$ cat config.mk
export PLATFORM = sky130hd
export DESIGN_NAME = lvds_clk_pattern_gen
export DESIGN_NICKNAME = d
export VERILOG_FILES = /design/src/rtl/lvds_clk_pattern_gen.sv
export SDC_FILE = /design/constraint.sdc
export NUM_CORES = 1
export LEC_CHECK = 0
export BUFFER_PORTS_ARGS = -buffer_cell sky130_fd_sc_hd__clkbuf_2
export CAP_MARGIN = 15
export CORE_MARGIN = 4
export CORE_UTILIZATION = 41
export CTS_CLUSTER_DIAMETER = 40
export DETAILED_ROUTE_END_ITERATION = 6
export PLACE_DENSITY = 0.56
export SYNTH_ARGS = -nofsm -noshare
export SYNTH_HDL_FRONTEND = slang
export SYNTH_SLANG_ARGS = --single-unit
$ cat constraint.sdc
create_clock -name I_clk -period 3 [get_ports I_clk]
set_input_delay 0.15 -clock I_clk [delete_from_list [all_inputs] [get_ports I_clk]]
set_output_delay 0.15 -clock I_clk [all_outputs]
set_load 0.02 [all_outputs]
$ cat src/rtl/lvds_clk_pattern_gen.sv
// rtl/lvds_clk_pattern_gen.sv - 7:1 LVDS clock-lane pattern generator with warm-up and per-lane phase trim
module lvds_clk_pattern_gen #(
    parameter int                 NUM_CH        = 2,
    parameter int                 SER_W         = 7,
    parameter logic [SER_W-1:0]   DEFAULT_PAT   = 7'b1100011,
    parameter int                 WARMUP_CYCLES = 16,
    parameter int                 HOLDOFF       = 4,
    parameter int                 CH_W          = (NUM_CH > 1) ? $clog2(NUM_CH) : 1
) (
    input  logic                      I_clk,
    input  logic                      I_rst_n,
    input  logic                      I_en,
    input  logic                      I_pat_wr,
    input  logic [SER_W-1:0]          I_pat_data,
    input  logic                      I_rot_req,
    input  logic                      I_rot_dir,
    input  logic [CH_W-1:0]           I_rot_ch,
    output logic [NUM_CH*SER_W-1:0]   O_data,
    output logic                      O_valid,
    output logic                      O_busy,
    output logic                      O_pat_err,
    output logic [1:0]                O_state
);

    localparam int OFF_W = (SER_W > 1) ? $clog2(SER_W) : 1;
    localparam int WC_W  = $clog2(WARMUP_CYCLES + 1);
    localparam int HO_W  = $clog2(HOLDOFF + 1);
    localparam logic [OFF_W-1:0] OFF_MAX = OFF_W'(SER_W - 1);
    localparam logic [WC_W-1:0]  WC_LAST = WC_W'(WARMUP_CYCLES - 1);
    localparam logic [HO_W-1:0]  HO_LOAD = HO_W'(HOLDOFF - 1);

    typedef enum logic [1:0] {
        ST_IDLE   = 2'd0,
        ST_WARMUP = 2'd1,
        ST_RUN    = 2'd2
    } state_t;

    state_t                    state_q, state_d;
    logic [WC_W-1:0]           wcnt_q, wcnt_d;
    logic [SER_W-1:0]          pat_q, pat_d;
    logic [OFF_W-1:0]          off_q [NUM_CH];
    logic [OFF_W-1:0]          off_d [NUM_CH];
    logic                      busy_q, busy_d;
    logic [HO_W-1:0]           hcnt_q, hcnt_d;
    logic                      err_q, err_d;
    logic                      valid_q, valid_d;
    logic [NUM_CH*SER_W-1:0]   data_q, data_d;
    logic [31:0]               ch_ext;
    logic                      ch_valid;
    logic                      rot_ok;

    // Offset n means the pattern is rotated left by n bit positions.
    function automatic logic [SER_W-1:0] rotl(input logic [SER_W-1:0] d, input logic [OFF_W-1:0] n);
        logic [2*SER_W-1:0] t;
        t = {d, d} << n;
        return t[2*SER_W-1:SER_W];
    endfunction

    assign ch_ext   = 32'(I_rot_ch);
    assign ch_valid = ch_ext < 32'(NUM_CH);
    assign rot_ok   = I_rot_req && !busy_q && ch_valid;

    always_ff @(posedge I_clk or negedge I_rst_n) begin
        if (!I_rst_n) begin
            state_q <= ST_IDLE;
        end else begin
            state_q <= state_d;
        end
    end

    always_comb begin
        state_d = state_q;
        wcnt_d  = '0;
        case (state_q)
            ST_IDLE: begin
                if (I_en) state_d = ST_WARMUP;
            end
            ST_WARMUP: begin
                if (!I_en) begin
                    state_d = ST_IDLE;
                end else if (wcnt_q == WC_LAST) begin
                    state_d = ST_RUN;
                end else begin
                    wcnt_d = wcnt_q + 1'b1;
                end
            end
            ST_RUN: begin
                if (!I_en) state_d = ST_IDLE;
            end
            default: state_d = ST_IDLE;
        endcase

        pat_d = (I_pat_wr && state_q == ST_IDLE) ? I_pat_data : pat_q;
        err_d = (I_pat_wr && state_q != ST_IDLE) || (I_rot_req && !ch_valid);

        for (int k = 0; k < NUM_CH; k++) begin
            off_d[k] = off_q[k];
            if (rot_ok && ch_ext == 32'(k)) begin
                if (I_rot_dir) off_d[k] = (off_q[k] == '0) ? OFF_MAX : off_q[k] - 1'b1;
                else           off_d[k] = (off_q[k] == OFF_MAX) ? '0 : off_q[k] + 1'b1;
            end
        end

        busy_d = busy_q;
        hcnt_d = hcnt_q;
        if (rot_ok) begin
            busy_d = 1'b1;
            hcnt_d = HO_LOAD;
        end else if (busy_q) begin
            if (hcnt_q == '0) busy_d = 1'b0;
            else              hcnt_d = hcnt_q - 1'b1;
        end

        // Data is built from next-state values so the first RUN word lines up with O_valid.
        valid_d = (state_d == ST_RUN);
        data_d  = '0;
        for (int k = 0; k < NUM_CH; k++) begin
            if (valid_d) data_d[k*SER_W +: SER_W] = rotl(pat_d, off_d[k]);
        end
    end

    always_ff @(posedge I_clk or negedge I_rst_n) begin
        if (!I_rst_n) begin
            wcnt_q  <= '0;
            pat_q   <= DEFAULT_PAT;
            busy_q  <= 1'b0;
            hcnt_q  <= '0;
            err_q   <= 1'b0;
            valid_q <= 1'b0;
            data_q  <= '0;
            for (int k = 0; k < NUM_CH; k++) off_q[k] <= '0;
        end else begin
            wcnt_q  <= wcnt_d;
            pat_q   <= pat_d;
            busy_q  <= busy_d;
            hcnt_q  <= hcnt_d;
            err_q   <= err_d;
            valid_q <= valid_d;
            data_q  <= data_d;
            for (int k = 0; k < NUM_CH; k++) off_q[k] <= off_d[k];
        end
    end

    assign O_data    = data_q;
    assign O_valid   = valid_q;
    assign O_busy    = busy_q;
    assign O_pat_err = err_q;
    assign O_state   = state_q;

endmodule
==> flow_summary.json <==
{
  "status": "complete, no violations",
  "root_buffer": "clkbuf_8",
  "slew_headroom_pct": 31.2,
  "multiInputGateArea_sq_um": 1360,
  "routabilityCongestion": 0.887,
  "period_needed_ps": 2460,
  "ys_seq_elements": 40,
  "drcViolationCount": 0,
  "htree_levels": 2,
  "synth-async-reset-ratio_pct": 100,
  "yosys.area.top_type": "dfrtp_1",
  "synth_flop_cell": "dfrtp_1",
  "cap_viol_max_count": 0,
  "worst_pin_slew_ps": 1030,
  "drt_iter0_markers": 161,
  "track_usage_pct": 16.9,
  "regArea_sq_um": 1010,
  "start_kind": "register",
  "cts_resized": 0,
  "clockBufferDepth": 2,
  "numClockSinks": 40,
  "yosys-top-cells-area": "dfrtp_1, nand4_1, nand3_1",
  "grt_pass1_wl_microns": 10100,
  "cts.hold.buffers_added": 0,
  "setup_tns_ps": 0,
  "post-route-period-util_pct": 82.0,
  "cp_slowest_stage_delay_ps": 820,
  "avgSynthCellArea_sq_um": 9.28,
  "synth-edff-count": 0,
  "reg2reg_depth": 5,
  "coreArea_sq_um": 5920,
  "fp-row-count": 28,
  "synth_area_sq_um": 2500,
  "grt_antenna_before_repair": 0,
  "fillers": 562,
  "final_cell_area_sq_um": 2820,
  "die_x_microns": 86.2,
  "r2r-start": "O_busy",
  "dr.pass1.iters": 5,
  "num_vias": 2239,
  "synth_nets": 297,
  "hpwl_microns": 4220,
  "clk_pin_slew_ps": 80,
  "grt_pass1_vias": 2067,
  "netlist.area_leader.share_pct": 36.0,
  "crit_slowest_cell": "a2111oi_2",
  "p_leak_nw": 1.31,
  "grt_overflow": 0,
  "die_area_sq_um": 7420,
  "start_util_pct": 42.3,
  "cp_data_arrival_time_ps": 2680,
  "clock.fmax_mhz": 407,
  "die_h_microns": 86.2,
  "yosys.cell_types.count": 50,
  "grt_max_degree": 41,
  "hold_violations": 0,
  "final_max_slew_viol_count": 0,
  "yosysSeqAreaShare_pct": 40.2,
  "antennaDiodeCount": 0,
  "yosysWarnings": 0,
  "power_density_nw_per_um2": 647,
  "cp-end-kind": "register",
  "total_power_mw": 1.83,
  "clk_latency_ps": 290,
  "ant_nets": 0,
  "area_growth_pct": 12.6,
  "synth_cells": 270,
  "detail_route.vias_per_cell": 5.86,
  "crit_required_ps": 3220,
  "place_area_sq_um": 2740,
  "cts_inserted_buffers": 5,
  "crit_start": "O_busy",
  "nets": 333,
  "critPathKind": "register to register",
  "rsz0062_at_grt": "no",
  "finalSetupViolCount": 0,
  "critPathMaxFanout": 10,
  "cts_tree": "yes",
  "hold_path_class": "input port to async pin",
  "portBuffers": 32,
  "fin_worst_skew_ps": 7.95,
  "wl_per_cell_microns": 15.5,
  "post_cts_buffers": 0,
  "ios": 33,
  "vdd_ir_drop_max_mv": 0.329,
  "crit_chain": "nor3b_1 > o2111ai_1 > a2111oi_2 > nand3_1 > nand4_1",
  "routed_wl_microns": 5910,
  "drive_gt1_share_pct": 19.5
}
-- layout make-up --
type / instances / share of cell area (%)
multi-input combinational: 201 / 48.0
sequential: 40 / 35.7
timing repair buffer: 39 / 7.54
tap: 75 / 3.33
clock buffer: 7 / 2.71
inverter: 19 / 2.53
clock inverter: 1 / 0.177
-- per-layer routing --
layer	routed length (microns)	track usage (%)	vias up
li1	-	-	1101
met3	367	3.75	6
met1	2930	25.0	1058
met5	0	0	-
met2	2550	24.2	74
met4	63	5.47	0
-- cell usage in the layout (no fill, tap or decap), drive strengths merged, types with 2 or more instances in the layout --
cell,count
and2,2
clkbuf,39
o311ai,2
dfstp,4
a221oi,2
a2111oi,3
nand3b,3
dfrtp,36
nand3,44
o21ai,15
nor3b,4
ha,13
buf,7
o2111ai,2
nor3,8
o21a,2
nor2,6
nand2,14
nor2b,4
mux2i,8
a22oi,2
o311a,2
xor2,3
a21oi,4
nand4,42
inv,19
-- cells by family (layout without fill, tap and decap cells) --
kind of cell    Yosys count  in the layout  share of synthesized area, %
flops                    40             40                          40.2
xor+xnor                  4              4                          1.40
buf+inv                  29             66                          5.74
simple gates            136            136                          30.6
fa+ha+maj                13             13                          6.49
compound gates           40             40                          12.4
mux                       8              8                          3.20
-- where the power goes --
group          internal [mW]  leakage [nW]  switching, mW  total [mW]
combinational          0.240         0.755          0.525       0.765
sequential             0.625         0.514         0.0802       0.705
clock                  0.164        0.0422          0.191       0.355
-- synthesized netlist by cell type (3+ instances only) --
cell type  count
dfstp_2        4
nor3_1         8
nand3b_1       3
nor3b_1        4
nand3_1       44
clkbuf_1       3
a21oi_1        3
xor2_1         3
dfrtp_1       36
o21ai_0       15
nor2_1         6
ha_1          13
nand2_1       14
mux2i_1        8
nor2b_1        4
buf_6          4
inv_1         19
nand4_1       42
-- final timing paths --
kind	slack, ps	endpoint
hold reg to reg	470	wcnt_q[0]
hold / removal	30	off_q[0]
setup / recovery	540	O_data[6]
max in group asynchronous	2330	pat_q[3]
setup reg to reg	540	O_data[6]
min in group I_clk	70	O_pat_err
-- critical path, delay by kind of cell (launching register included) --
family | cells | cell delay, ps
flops | 1 | 470
simple gates | 3 | 760
compound gates | 2 | 1170
-- registers in the layout (all words and copies together) (netlist names) --
signal and cells:
O_pat_err 1, wcnt_q 5, O_data 14, off_q 6, pat_q 7, hcnt_q 3, O_busy 1, O_state 2
O_valid 1
-- through the flow --
step           setup WS (ps)  hold WS (ps)  instances  util (%)
2_1_floorplan            746          -146        270         -
4_1_cts                  568          60.0        382      47.6
3_3_place_gp             633           376        374      46.3
3_5_place_dp             588           375        374      46.3
5_1_grt                  291          78.9        382      47.6
6_report                 540          29.5        382      47.6
Power figures use the tool's default switching activity.
